File: src/rtl/ddr3_arb_pkg.sv
// Shared definitions for the ddr3 request arbiter: FSM state encoding,
// port/tag width derivation and the {port, tid} tag packing helper.
package ddr3_arb_pkg;

    typedef enum logic [1:0] {
        ST_IDLE = 2'd0,
        ST_BUSY = 2'd1,
        ST_DONE = 2'd2
    } arb_state_e;

    function automatic int calc_psb(input int ports);
        return $clog2(ports) - 1;
    endfunction

    function automatic int calc_mem_id_width(input int ports, input int id_w);
        return id_w + calc_psb(ports) + 1;
    endfunction

    // Tag seen by ddr3_fsm: port index in the upper bits, port-local tid below.
    function automatic logic [63:0] pack_tid(input logic [31:0] port,
                                             input logic [31:0] tid,
                                             input int          id_w);
        logic [63:0] tid_m;
        tid_m = {32'd0, tid} & ((64'd1 << id_w) - 64'd1);
        return ({32'd0, port} << id_w) | tid_m;
    endfunction

endpackage

File: src/rtl/ddr3_req_arbiter_if.sv
// Bundle of the per-port request channels and the ddr3_fsm request interface.
// slave: the arbiter's view; master: requesting controllers plus ddr3_fsm.
interface ddr3_req_arbiter_if
    import ddr3_arb_pkg::*;
#(
    parameter int PORTS        = 4,
    parameter int DDR_ROW_BITS = 15,
    parameter int DDR_COL_BITS = 10,
    parameter int AXI_ID_WIDTH = 4
);
    localparam int ADR_W        = DDR_ROW_BITS + DDR_COL_BITS;
    localparam int MEM_ID_WIDTH = calc_mem_id_width(PORTS, AXI_ID_WIDTH);

    logic [PORTS-1:0]              req_valid_i;
    logic [PORTS-1:0]              req_write_i;
    logic [PORTS*AXI_ID_WIDTH-1:0] req_tid_i;
    logic [PORTS*ADR_W-1:0]        req_adr_i;
    logic [PORTS-1:0]              req_ack_o;
    logic [PORTS-1:0]              req_err_o;
    logic                          mem_wrreq_o;
    logic                          mem_wrack_i;
    logic                          mem_wrerr_i;
    logic [MEM_ID_WIDTH-1:0]       mem_wrtid_o;
    logic [ADR_W-1:0]              mem_wradr_o;
    logic                          mem_rdreq_o;
    logic                          mem_rdack_i;
    logic                          mem_rderr_i;
    logic [MEM_ID_WIDTH-1:0]       mem_rdtid_o;
    logic [ADR_W-1:0]              mem_rdadr_o;

    modport slave (
        input  req_valid_i, req_write_i, req_tid_i, req_adr_i,
        input  mem_wrack_i, mem_wrerr_i, mem_rdack_i, mem_rderr_i,
        output req_ack_o, req_err_o,
        output mem_wrreq_o, mem_wrtid_o, mem_wradr_o,
        output mem_rdreq_o, mem_rdtid_o, mem_rdadr_o
    );

    modport master (
        output req_valid_i, req_write_i, req_tid_i, req_adr_i,
        output mem_wrack_i, mem_wrerr_i, mem_rdack_i, mem_rderr_i,
        input  req_ack_o, req_err_o,
        input  mem_wrreq_o, mem_wrtid_o, mem_wradr_o,
        input  mem_rdreq_o, mem_rdtid_o, mem_rdadr_o
    );

endinterface

File: src/rtl/ddr3_rr_pick.sv
// Rotating-priority encoder: searches ptr+1 .. ptr+PORTS (mod PORTS) and
// returns the first set mask bit as one-hot and as an index.
module ddr3_rr_pick
    import ddr3_arb_pkg::*;
#(
    parameter int PORTS = 4,
    localparam int IW   = calc_psb(PORTS) + 1
) (
    input  logic [PORTS-1:0] mask,
    input  logic [IW-1:0]    ptr,
    output logic             any,
    output logic [PORTS-1:0] onehot,
    output logic [IW-1:0]    idx
);

    // Priority search, nearest port after the pointer wins.
    always_comb begin
        any    = 1'b0;
        onehot = {PORTS{1'b0}};
        idx    = {IW{1'b0}};
        for (int k = 1; k <= PORTS; k++) begin
            for (int p = 0; p < PORTS; p++) begin
                if (!any && mask[p] && (p == (int'(ptr) + k) % PORTS)) begin
                    any       = 1'b1;
                    onehot[p] = 1'b1;
                    idx       = IW'(p);
                end else begin
                end
            end
        end
    end

endmodule

File: src/rtl/ddr3_req_arbiter.sv
// Arbitrates PORTS request channels onto the single ddr3_fsm request interface,
// one transaction in flight. Optional build macro: ARB_AGE_LIMIT_EN (write aging).
module ddr3_req_arbiter
    import ddr3_arb_pkg::*;
#(
    parameter int PORTS        = 4,
    parameter int DDR_ROW_BITS = 15,
    parameter int DDR_COL_BITS = 10,
    parameter int AXI_ID_WIDTH = 4,
    parameter int RD_PRIORITY  = 0,
    parameter int AGE_LIMIT    = 8
) (
    input  logic              clock,
    input  logic              reset,
    ddr3_req_arbiter_if.slave bus
);
    localparam int PSB          = calc_psb(PORTS);
    localparam int ADR_W        = DDR_ROW_BITS + DDR_COL_BITS;
    localparam int MEM_ID_WIDTH = calc_mem_id_width(PORTS, AXI_ID_WIDTH);
    localparam int PTR_RST      = PORTS - 1;

    arb_state_e              state_r, state_nxt_s;
    logic [PSB:0]            ptr_r, ptr_nxt_s;
    logic [PORTS-1:0]        win_oh_r, win_oh_nxt_s;
    logic                    wrreq_r, wrreq_nxt_s;
    logic                    rdreq_r, rdreq_nxt_s;
    logic [MEM_ID_WIDTH-1:0] tid_r, tid_nxt_s;
    logic [ADR_W-1:0]        adr_r, adr_nxt_s;
    logic [PORTS-1:0]        ack_r, ack_nxt_s;
    logic [PORTS-1:0]        err_r, err_nxt_s;

    logic [PORTS-1:0]        rd_mask_s, wr_mask_s, pick_mask_s;
    logic [PORTS-1:0]        oh_a_s, oh_w_s, sel_oh_s;
    logic [PSB:0]            idx_a_s, idx_w_s, sel_idx_s;
    logic                    any_a_s, any_w_s, use_w_s, force_wr_s;
    logic                    grant_s, wr_sel_s, done_s, err_hit_s;
    logic [AXI_ID_WIDTH-1:0] tid_sel_s;
    logic [ADR_W-1:0]        adr_sel_s;

    assign rd_mask_s   = bus.req_valid_i & ~bus.req_write_i;
    assign wr_mask_s   = bus.req_valid_i & bus.req_write_i;
    assign pick_mask_s = (RD_PRIORITY != 0) ? rd_mask_s : bus.req_valid_i;

    ddr3_rr_pick #(.PORTS(PORTS)) u_pick_all (
        .mask(pick_mask_s), .ptr(ptr_r), .any(any_a_s), .onehot(oh_a_s), .idx(idx_a_s)
    );

    ddr3_rr_pick #(.PORTS(PORTS)) u_pick_wr (
        .mask(wr_mask_s), .ptr(ptr_r), .any(any_w_s), .onehot(oh_w_s), .idx(idx_w_s)
    );

`ifdef ARB_AGE_LIMIT_EN
    localparam int AGE_W = $clog2(AGE_LIMIT + 1);
    logic [AGE_W-1:0] age_r;

    // Counts read grants made while a write is waiting; a write grant or no waiting write clears it.
    always_ff @(posedge clock) begin
        if (reset) begin
            age_r <= {AGE_W{1'b0}};
        end else if ((RD_PRIORITY == 0) || !any_w_s) begin
            age_r <= {AGE_W{1'b0}};
        end else if (grant_s && wr_sel_s) begin
            age_r <= {AGE_W{1'b0}};
        end else if (grant_s && (age_r < AGE_W'(AGE_LIMIT))) begin
            age_r <= age_r + AGE_W'(1);
        end else begin
            age_r <= age_r;
        end
    end

    assign force_wr_s = (RD_PRIORITY != 0) && any_w_s && (age_r >= AGE_W'(AGE_LIMIT));
`else
    assign force_wr_s = 1'b0;
`endif

    // In read-priority mode the write picker is used only when no read is pending.
    assign use_w_s   = force_wr_s || ((RD_PRIORITY != 0) && !any_a_s && any_w_s);
    assign sel_idx_s = use_w_s ? idx_w_s : idx_a_s;
    assign sel_oh_s  = use_w_s ? oh_w_s : oh_a_s;
    assign wr_sel_s  = |(sel_oh_s & bus.req_write_i);
    assign grant_s   = (state_r == ST_IDLE) && (any_a_s || any_w_s);
    assign done_s    = wrreq_r ? (bus.mem_wrack_i | bus.mem_wrerr_i)
                               : (bus.mem_rdack_i | bus.mem_rderr_i);
    assign err_hit_s = wrreq_r ? bus.mem_wrerr_i : bus.mem_rderr_i;

    // Mux out the winning port's tid and address.
    always_comb begin
        tid_sel_s = {AXI_ID_WIDTH{1'b0}};
        adr_sel_s = {ADR_W{1'b0}};
        for (int p = 0; p < PORTS; p++) begin
            if (sel_oh_s[p]) begin
                tid_sel_s = bus.req_tid_i[p*AXI_ID_WIDTH +: AXI_ID_WIDTH];
                adr_sel_s = bus.req_adr_i[p*ADR_W +: ADR_W];
            end else begin
            end
        end
    end

    // Next-state and next-output logic; completion pulses default low every cycle.
    always_comb begin
        state_nxt_s  = state_r;
        ptr_nxt_s    = ptr_r;
        win_oh_nxt_s = win_oh_r;
        wrreq_nxt_s  = wrreq_r;
        rdreq_nxt_s  = rdreq_r;
        tid_nxt_s    = tid_r;
        adr_nxt_s    = adr_r;
        ack_nxt_s    = {PORTS{1'b0}};
        err_nxt_s    = {PORTS{1'b0}};
        case (state_r)
            ST_IDLE: begin
                if (grant_s) begin
                    state_nxt_s  = ST_BUSY;
                    ptr_nxt_s    = sel_idx_s;
                    win_oh_nxt_s = sel_oh_s;
                    wrreq_nxt_s  = wr_sel_s;
                    rdreq_nxt_s  = !wr_sel_s;
                    tid_nxt_s    = MEM_ID_WIDTH'(pack_tid(32'(sel_idx_s), 32'(tid_sel_s), AXI_ID_WIDTH));
                    adr_nxt_s    = adr_sel_s;
                end else begin
                    state_nxt_s = ST_IDLE;
                end
            end
            ST_BUSY: begin
                if (done_s) begin
                    state_nxt_s = ST_DONE;
                    wrreq_nxt_s = 1'b0;
                    rdreq_nxt_s = 1'b0;
                    if (err_hit_s) begin
                        err_nxt_s = win_oh_r;
                    end else begin
                        ack_nxt_s = win_oh_r;
                    end
                end else begin
                    state_nxt_s = ST_BUSY;
                end
            end
            ST_DONE: begin
                state_nxt_s = ST_IDLE;
            end
            default: begin
                state_nxt_s = ST_IDLE;
                wrreq_nxt_s = 1'b0;
                rdreq_nxt_s = 1'b0;
            end
        endcase
    end

    // State and registered outputs.
    always_ff @(posedge clock) begin
        if (reset) begin
            state_r  <= ST_IDLE;
            ptr_r    <= PTR_RST[PSB:0];
            win_oh_r <= {PORTS{1'b0}};
            wrreq_r  <= 1'b0;
            rdreq_r  <= 1'b0;
            tid_r    <= {MEM_ID_WIDTH{1'b0}};
            adr_r    <= {ADR_W{1'b0}};
            ack_r    <= {PORTS{1'b0}};
            err_r    <= {PORTS{1'b0}};
        end else begin
            state_r  <= state_nxt_s;
            ptr_r    <= ptr_nxt_s;
            win_oh_r <= win_oh_nxt_s;
            wrreq_r  <= wrreq_nxt_s;
            rdreq_r  <= rdreq_nxt_s;
            tid_r    <= tid_nxt_s;
            adr_r    <= adr_nxt_s;
            ack_r    <= ack_nxt_s;
            err_r    <= err_nxt_s;
        end
    end

    assign bus.req_ack_o   = ack_r;
    assign bus.req_err_o   = err_r;
    assign bus.mem_wrreq_o = wrreq_r;
    assign bus.mem_rdreq_o = rdreq_r;
    assign bus.mem_wrtid_o = tid_r;
    assign bus.mem_rdtid_o = tid_r;
    assign bus.mem_wradr_o = adr_r;
    assign bus.mem_rdadr_o = adr_r;

endmodule

File: src/flat_wrapper.sv
// flat-port wrapper written by rule: the top's interface ports become plain ports
module ddr3_req_arbiter_flat import ddr3_arb_pkg::*;
#(
    parameter int PORTS        = 4,
    parameter int DDR_ROW_BITS = 15,
    parameter int DDR_COL_BITS = 10,
    parameter int AXI_ID_WIDTH = 4,
    parameter int RD_PRIORITY  = 0,
    parameter int AGE_LIMIT    = 8
)
  (clock, reset, bus_req_valid_i, bus_req_write_i, bus_req_tid_i, bus_req_adr_i, bus_mem_wrack_i, bus_mem_wrerr_i, bus_mem_rdack_i, bus_mem_rderr_i, bus_req_ack_o, bus_req_err_o, bus_mem_wrreq_o, bus_mem_wrtid_o, bus_mem_wradr_o, bus_mem_rdreq_o, bus_mem_rdtid_o, bus_mem_rdadr_o);
  ddr3_req_arbiter_if #(.PORTS(PORTS), .DDR_ROW_BITS(DDR_ROW_BITS), .DDR_COL_BITS(DDR_COL_BITS), .AXI_ID_WIDTH(AXI_ID_WIDTH)) bus_i ();
  input  logic clock;
  input  logic reset;
  input wire logic [$bits(bus_i.req_valid_i)-1:0] bus_req_valid_i;
  input wire logic [$bits(bus_i.req_write_i)-1:0] bus_req_write_i;
  input wire logic [$bits(bus_i.req_tid_i)-1:0] bus_req_tid_i;
  input wire logic [$bits(bus_i.req_adr_i)-1:0] bus_req_adr_i;
  input wire logic [$bits(bus_i.mem_wrack_i)-1:0] bus_mem_wrack_i;
  input wire logic [$bits(bus_i.mem_wrerr_i)-1:0] bus_mem_wrerr_i;
  input wire logic [$bits(bus_i.mem_rdack_i)-1:0] bus_mem_rdack_i;
  input wire logic [$bits(bus_i.mem_rderr_i)-1:0] bus_mem_rderr_i;
  output wire logic [$bits(bus_i.req_ack_o)-1:0] bus_req_ack_o;
  output wire logic [$bits(bus_i.req_err_o)-1:0] bus_req_err_o;
  output wire logic [$bits(bus_i.mem_wrreq_o)-1:0] bus_mem_wrreq_o;
  output wire logic [$bits(bus_i.mem_wrtid_o)-1:0] bus_mem_wrtid_o;
  output wire logic [$bits(bus_i.mem_wradr_o)-1:0] bus_mem_wradr_o;
  output wire logic [$bits(bus_i.mem_rdreq_o)-1:0] bus_mem_rdreq_o;
  output wire logic [$bits(bus_i.mem_rdtid_o)-1:0] bus_mem_rdtid_o;
  output wire logic [$bits(bus_i.mem_rdadr_o)-1:0] bus_mem_rdadr_o;
  assign bus_i.req_valid_i = bus_req_valid_i;
  assign bus_i.req_write_i = bus_req_write_i;
  assign bus_i.req_tid_i = bus_req_tid_i;
  assign bus_i.req_adr_i = bus_req_adr_i;
  assign bus_i.mem_wrack_i = bus_mem_wrack_i;
  assign bus_i.mem_wrerr_i = bus_mem_wrerr_i;
  assign bus_i.mem_rdack_i = bus_mem_rdack_i;
  assign bus_i.mem_rderr_i = bus_mem_rderr_i;
  assign bus_req_ack_o = bus_i.req_ack_o;
  assign bus_req_err_o = bus_i.req_err_o;
  assign bus_mem_wrreq_o = bus_i.mem_wrreq_o;
  assign bus_mem_wrtid_o = bus_i.mem_wrtid_o;
  assign bus_mem_wradr_o = bus_i.mem_wradr_o;
  assign bus_mem_rdreq_o = bus_i.mem_rdreq_o;
  assign bus_mem_rdtid_o = bus_i.mem_rdtid_o;
  assign bus_mem_rdadr_o = bus_i.mem_rdadr_o;
  ddr3_req_arbiter #(.PORTS(PORTS), .DDR_ROW_BITS(DDR_ROW_BITS), .DDR_COL_BITS(DDR_COL_BITS), .AXI_ID_WIDTH(AXI_ID_WIDTH), .RD_PRIORITY(RD_PRIORITY), .AGE_LIMIT(AGE_LIMIT)) u_core (.clock(clock), .reset(reset), .bus(bus_i));
endmodule
File: config.mk
export PLATFORM = sky130hd
export DESIGN_NAME = ddr3_req_arbiter_flat
export DESIGN_NICKNAME = d
export VERILOG_FILES = /design/src/rtl/ddr3_arb_pkg.sv /design/src/rtl/ddr3_req_arbiter_if.sv /design/src/rtl/ddr3_rr_pick.sv /design/src/rtl/ddr3_req_arbiter.sv /design/src/flat_wrapper.sv
export SDC_FILE = /design/constraint.sdc
export NUM_CORES = 1
export LEC_CHECK = 0
export ABC_CLOCK_PERIOD_IN_PS = 5000
export CORE_MARGIN = 1
export CORE_UTILIZATION = 40
export CTS_BUF_LIST = sky130_fd_sc_hd__clkbuf_8
export CTS_CLUSTER_DIAMETER = 30
export DETAILED_ROUTE_END_ITERATION = 16
export HOLD_SLACK_MARGIN = 0.15
export PLACE_DENSITY = 0.85
export SETUP_SLACK_MARGIN = 0.05
export SLEW_MARGIN = 10
export SYNTH_ARGS = -nofsm -noshare
export SYNTH_HDL_FRONTEND = slang
export SYNTH_HIERARCHICAL = 1
export SYNTH_SLANG_ARGS = --single-unit
File: constraint.sdc
create_clock -name clock -period 5 [get_ports clock]
set_input_delay 1.25 -clock clock [delete_from_list [all_inputs] [get_ports clock]]
set_output_delay 1.25 -clock clock [all_outputs]
set_load 0.05 [all_outputs]
# Word-level counts from Yosys, hierarchy flattened
# Index checks and enable logic that the tools add are counted.
dict set report classes {
  addsub 4
  eq_ne 16
  n_mux 80
  bitwise 13
  n_reduce_logical 109
}
# operator count
set ops {}
lappend ops {{32-bit logical NOT} 4}
lappend ops {{25-bit 2-to-1 mux} 4}
lappend ops {{1-bit logical AND} 63}
lappend ops {{1-bit 2-to-1 mux} 54}
lappend ops {{1-bit logical NOT} 31}
lappend ops {{2-bit 2-to-1 mux} 15}
lappend ops {{3-bit equality test (first input constant)} 8}
lappend ops {{4-bit 2-to-1 mux} 4}
lappend ops {{2-bit by 3-bit equality test with 1-bit output (first input constant)} 4}
lappend ops {{4-bit OR reduction} 3}
lappend ops {{4-bit AND} 2}
lappend ops {{2-bit OR reduction} 4}
lappend ops {{6-bit by 4-bit bitwise OR with 6-bit output} 1}
lappend ops {{1-bit case mux with 3 select lines} 2}
lappend ops {{2-bit by 1-bit adder with 2-bit output (second input constant)} 2}
lappend ops {{2-bit adder (second input constant)} 2}
lappend ops {{1-bit AND (first input constant)} 4}
lappend ops {{2-bit by 1-bit inequality test with 1-bit output (second input constant)} 2}
lappend ops {{1-bit NOT} 4}
lappend ops {{2-bit case mux with 2 select lines} 1}
lappend ops {{3-bit AND reduction} 1}
lappend ops {{2-bit by 1-bit equality test with 1-bit output (second input constant)} 1}
lappend ops {{2-bit equality test (second input constant)} 1}
lappend ops {{2-bit logical NOT} 1}
lappend ops {{other kinds (3)} 4}
dict set report word_totals {
  regBits 49
  inputBits 130
}

# Logic depth before layout (Yosys ltp)
dict set report depth {
  depth_word 71
  mapped_depth 8
}

# By module
# Netlist, hierarchy kept.
# mod instances cells_each area_each_um2
set by_module_without_submodules {}
lappend by_module_without_submodules {ddr3_req_arbiter 1 389 3064.2}
lappend by_module_without_submodules {ddr3_rr_pick 2 24 151.4}

# Worst setup path before layout
# Ideal clock, no wire load.
dict set report synth_path {
  kind {input to register}
  start {input port bus_req_valid_i[2]}
  end {register u_core.adr_r[10] (netlist: u_core/bus.mem_rdadr_o[10])}
  setup_time_ps 91
  arrival_time_ps 2552
  path_slack_ps 2357
  path_stages 7
  n_path_buf 1
  path_cell_list {nor2_1 > a21oi_1 > o2bb2ai_1 > buf_4 > a21oi_1 > a221o_1 > a311oi_1}
}
# item line_no
set synth_lines {}
lappend synth_lines {{start: declaration} flat_wrapper.sv:15} ;# input wire logic [$bits(bus_i.req_valid_i)-1:0] bus_req_valid_i;
lappend synth_lines {{1-bit logical AND (2 in a row)} ddr3_rr_pick.sv:23} ;# if (!any && mask[p] && (p == (int'(ptr) + k) % PORTS)) begin
lappend synth_lines {{1-bit 2-to-1 mux} ddr3_rr_pick.sv:23}
lappend synth_lines {{1-bit logical NOT} ddr3_rr_pick.sv:23}
lappend synth_lines {{1-bit logical AND (2 in a row)} ddr3_rr_pick.sv:23}
lappend synth_lines {{1-bit 2-to-1 mux} ddr3_rr_pick.sv:23}
lappend synth_lines {{1-bit logical NOT} ddr3_rr_pick.sv:23}
lappend synth_lines {{1-bit logical AND (2 in a row)} ddr3_rr_pick.sv:23}
lappend synth_lines {{1-bit 2-to-1 mux} ddr3_rr_pick.sv:23}
lappend synth_lines {{[28 not listed]} -}
lappend synth_lines {{1-bit logical NOT} ddr3_rr_pick.sv:23}
lappend synth_lines {{1-bit logical AND (2 in a row)} ddr3_rr_pick.sv:23}
lappend synth_lines {{1-bit 2-to-1 mux} ddr3_rr_pick.sv:23}
lappend synth_lines {{1-bit logical NOT} ddr3_rr_pick.sv:23}
lappend synth_lines {{1-bit logical AND (2 in a row)} ddr3_rr_pick.sv:23}
lappend synth_lines {{1-bit 2-to-1 mux (*)} ddr3_rr_pick.sv:23}
lappend synth_lines {{via u_core.oh_a_s[1]} ddr3_req_arbiter.sv:33} ;# logic [PORTS-1:0] oh_a_s, oh_w_s, sel_oh_s;
lappend synth_lines {{25-bit 2-to-1 mux (*) (3 in a row)} ddr3_req_arbiter.sv:91} ;# if (sel_oh_s[p]) begin
lappend synth_lines {{end signal: assignment} ddr3_req_arbiter.sv:158} ;# adr_r <= {ADR_W{1'b0}};
lappend synth_lines {{end signal: assignment} ddr3_req_arbiter.sv:168} ;# adr_r <= adr_nxt_s;
lappend synth_lines {{end: declaration} ddr3_req_arbiter.sv:28} ;# logic [ADR_W-1:0] adr_r, adr_nxt_s;
# The timed path passes the listed nets; every way through them passes the cells marked *.
# A chain may end at the register's enable or synchronous reset.

# Final worst setup path
dict set report layout_path {
  start {input port bus_req_valid_i[1]}
  end {register u_core.adr_r[4] (netlist: u_core/bus.mem_rdadr_o[4])}
}
# item line_no
set layout_lines {}
lappend layout_lines {{1-bit logical AND (2 in a row)} ddr3_rr_pick.sv:23}
lappend layout_lines {{1-bit 2-to-1 mux} ddr3_rr_pick.sv:23}
lappend layout_lines {{1-bit logical NOT} ddr3_rr_pick.sv:23}
lappend layout_lines {{1-bit logical AND (2 in a row)} ddr3_rr_pick.sv:23}
lappend layout_lines {{1-bit 2-to-1 mux} ddr3_rr_pick.sv:23}
lappend layout_lines {{1-bit logical NOT} ddr3_rr_pick.sv:23}
lappend layout_lines {{1-bit logical AND (2 in a row)} ddr3_rr_pick.sv:23}
lappend layout_lines {{1-bit 2-to-1 mux} ddr3_rr_pick.sv:23}
lappend layout_lines {{[36 not listed]} -}
lappend layout_lines {{1-bit logical NOT} ddr3_rr_pick.sv:23}
lappend layout_lines {{1-bit logical AND (2 in a row)} ddr3_rr_pick.sv:23}
lappend layout_lines {{1-bit 2-to-1 mux} ddr3_rr_pick.sv:23}
lappend layout_lines {{1-bit logical NOT} ddr3_rr_pick.sv:23}
lappend layout_lines {{1-bit logical AND (2 in a row)} ddr3_rr_pick.sv:23}
lappend layout_lines {{1-bit 2-to-1 mux (*)} ddr3_rr_pick.sv:23}
lappend layout_lines {{via u_core.oh_a_s[2]} ddr3_req_arbiter.sv:33}
lappend layout_lines {{25-bit 2-to-1 mux (*) (2 in a row)} ddr3_req_arbiter.sv:91}
# Marked as above.

==> results.env <==
FINISH.NET_COUNT=691
POST_ROUTE_CELLS_DRIVE_ABOVE_1_SHARE=0.0872
GRT_SETUP_UNREPAIRED='no'
POST_SYNTH_INSTANCE_AREA_UM2=3230
FINAL-MAX-SLEW-VIOLATION-COUNT=0
AREA_GROWTH_SYN_TO_LAYOUT_PCT=59.0
STATUS='completed'
CRITICALPATHCATEGORY='input pin to flop'
FLOORPLAN.INITIALDENSITY=0.415
ANTENNADIODECOUNT=0
FINALCRITICALPERIOD_NS=3.57
MAXCAPVIOLCOUNT=0
GLOBALROUTE.TOTALOVERFLOW=0
AVERAGE_CELL_AREA_AFTER_SYNTHESIS_UM2=7.76
CELLLEAKAGEPOWER_nW=1.85
FINAL.PERIOD_UTILIZATION=0.714
CP_DATA_ARRIVAL_TIME_NS=3.77
CTS_RESIZED=0
FP.COREAREA_UM2=7770
CP_CELL_SEQUENCE='clkdlybuf4s50_1 -> nor2_1 -> o221a_2 -> buf_4 -> a21oi_1 -> a221o_1 -> a311oi_1'
TIGHTEST_SLEW_NS=0.780
CP_MAX_FO=30
FINAL-SETUP-VIOL-COUNT=0
FIRST_GLOBAL_VIAS=3481
CTS.HOLD.BUFFERS_ADDED=0
GRT_ANTENNA_BEFORE_REPAIR=0
FP.DIEW_UM=91.8
FP.DIEAREA_UM2=8430
NUMBER_OF_BUFFERS_CREATED_BY_CTS=5
SETUP_TOTAL_NEGATIVE_SLACK_NS=0
WORST-PATH-BUF-INV=2
WORST_SLEW_MARGIN_RELATIVE_TO_ITS_LIMIT=0.480
DIE-HEIGHT_UM=91.8
REQUIRED_NS=5.20
DRT_PASS1_ITERATIONS=5
TOTAL_NUMBER_OF_H_TREE_LEVELS=2
WORST_VDD_IR_mV=0.183
CRITPATHMAXSTAGEDELAY_NS=0.64
CRITICAL_PATH.STARTPOINT_TYPE='input pin'
CRITPATHSLOWESTCELL='sky130_fd_sc_hd__o221a_2'
FILLERS=665
POST-ROUTE-CELL-AREA_UM2=5130
CTS.CLK_SLEW.WORST_PATHS_NS=0.10
DRTANTENNAVIOLNETS=0
CTS_TREE='built'
VIASPERCELL=5.65
INSERTION_DELAY_NS=0.31
TOP_LEVEL_PORTS=202
CLKSINKCOUNT=49
CLOCK-ROOT-BUFFER='sky130_fd_sc_hd__clkbuf_8'
SETUP.WORST_PATH.END_CLASS='flop'
HP-CLASS='flop to flop'
VIAS=3753
POST_SYNTH_INST_COUNT=416
POST_DRT_WL_PER_CELL_UM=17.1
FF_LATCH_AREA_UM2=981
HOLD_SLACK_NS=0.472
GRT_USE_TOTAL=0.254
TIMING.CLOCK.SKEW_NS=0.00576
DRT_ITER0_MARKERS=231
POST_CTS_BUFFERS=0
PLACED_AREA_UM2=5040
HPWLAFTERDP_MM=8.14
NUM_ROWS=32
SYNTHESIS.YOSYS.WARNINGS=6
GRT_PASS1_WL_MM=17.1
PATH_DELAY_FAMILY='compound AO/OA/AOI/OAI gates'
DRT_WL_TOTAL_MM=11.4
GP_ROUTABILITY_CONGESTION=0.800
CLOCK.FMAX_GHz=0.280
DRC=0
PWR_DENSITY_CELL_nW_PER_UM2=350
PORT_BUFFERS=201
GRT_START_MAX_NET_PINS=45
FINAL-HOLD-VIOLATION-COUNT=0
SYN_NETS=546
CLOCK_TREE.BUFFER_DEPTH=2
MULTI_INPUT_COMBINATIONAL_CELL_AREA_UM2=1730
## worst paths after layout
check,startpoint,to,slack [ns],cells past startpoint
worst max-delay path,bus_req_valid_i[1],u_core/bus.mem_rdadr_o[4],1.43,7
worst min-delay path,u_core/win_oh_r[2],u_core/bus.req_err_o[2],0.47,1
worst max register to register,u_core/ptr_r[1],u_core/bus.mem_rdtid_o[2],2.57,6
worst min register to register,u_core/win_oh_r[2],u_core/bus.req_err_o[2],0.47,1
## sequential cells by signal, summed over array words and instances (netlist names)
name	count
u_core/bus.mem_rdadr_o	25
u_core/bus.mem_rdreq_o	1
u_core/bus.mem_rdtid_o	6
u_core/bus.mem_wrreq_o	1
u_core/bus.req_ack_o	4
u_core/bus.req_err_o	4
u_core/ptr_r	2
u_core/state_r	2
u_core/win_oh_r	4
## cell usage in the layout (no fill, tap or decap), types with 2 or more instances in the layout
master	instances
sky130_fd_sc_hd__nand2b_1	3
sky130_fd_sc_hd__inv_1	7
sky130_fd_sc_hd__a311oi_1	29
sky130_fd_sc_hd__nor2_2	2
sky130_fd_sc_hd__nor3_1	4
sky130_fd_sc_hd__dfxtp_1	49
sky130_fd_sc_hd__nor2b_1	2
sky130_fd_sc_hd__and2_1	12
sky130_fd_sc_hd__or3b_1	2
sky130_fd_sc_hd__a22o_1	3
sky130_fd_sc_hd__nand3b_1	32
sky130_fd_sc_hd__inv_2	24
sky130_fd_sc_hd__a221o_1	29
sky130_fd_sc_hd__nor2_1	9
sky130_fd_sc_hd__nand3_1	6
sky130_fd_sc_hd__o221a_2	2
sky130_fd_sc_hd__clkbuf_8	5
sky130_fd_sc_hd__o211ai_1	2
sky130_fd_sc_hd__o21ai_1	8
sky130_fd_sc_hd__o21ai_0	2
sky130_fd_sc_hd__clkinvlp_4	3
sky130_fd_sc_hd__clkdlybuf4s50_1	201
sky130_fd_sc_hd__nand2_1	32
sky130_fd_sc_hd__a21oi_1	69
sky130_fd_sc_hd__buf_4	10
sky130_fd_sc_hd__or2_1	2
## layer usage
layer | routed length [um] | share of wire | global-route usage | vias up
met1 | 4460 | 0.39 | 0.305 | 1746
met5 | 0 | 0 | 0 | -
li1 | - | - | - | 1781
met4 | 313 | 0.028 | 0.0898 | 0
met3 | 926 | 0.081 | 0.0348 | 22
met2 | 5670 | 0.50 | 0.462 | 204
## power by group
group          internal (mW)  switching, mW
registers              0.453         0.0589
clock network         0.0984          0.144
logic                  0.405          0.634
## metrics by stage
| step | std cells | power [mW] | setup WS, ns | util |
|---|---|---|---|---|
| global placement | 656 | 1.54 | 1.32 | 0.649 |
| detailed placement | 656 | 1.55 | 1.18 | 0.649 |
| CTS | 664 | 1.80 | 1.51 | 0.660 |
| global route | 664 | 1.88 | 1.30 | 0.660 |
| finish | 664 | 1.79 | 1.43 | 0.660 |
| floorplan | 416 | 1.24 | 2.36 | - |
## layout make-up
cell class                      count  share of cell area
Clock buffer                        5              0.0134
Clock inverter                      3             0.00439
Inverter                           31              0.0227
Multi-Input combinational cell    263               0.337
Sequential cell                    49               0.191
Tap cell                          102              0.0249
Timing Repair Buffer              211               0.407
No activity file was read; power rests on OpenSTA's default activity.
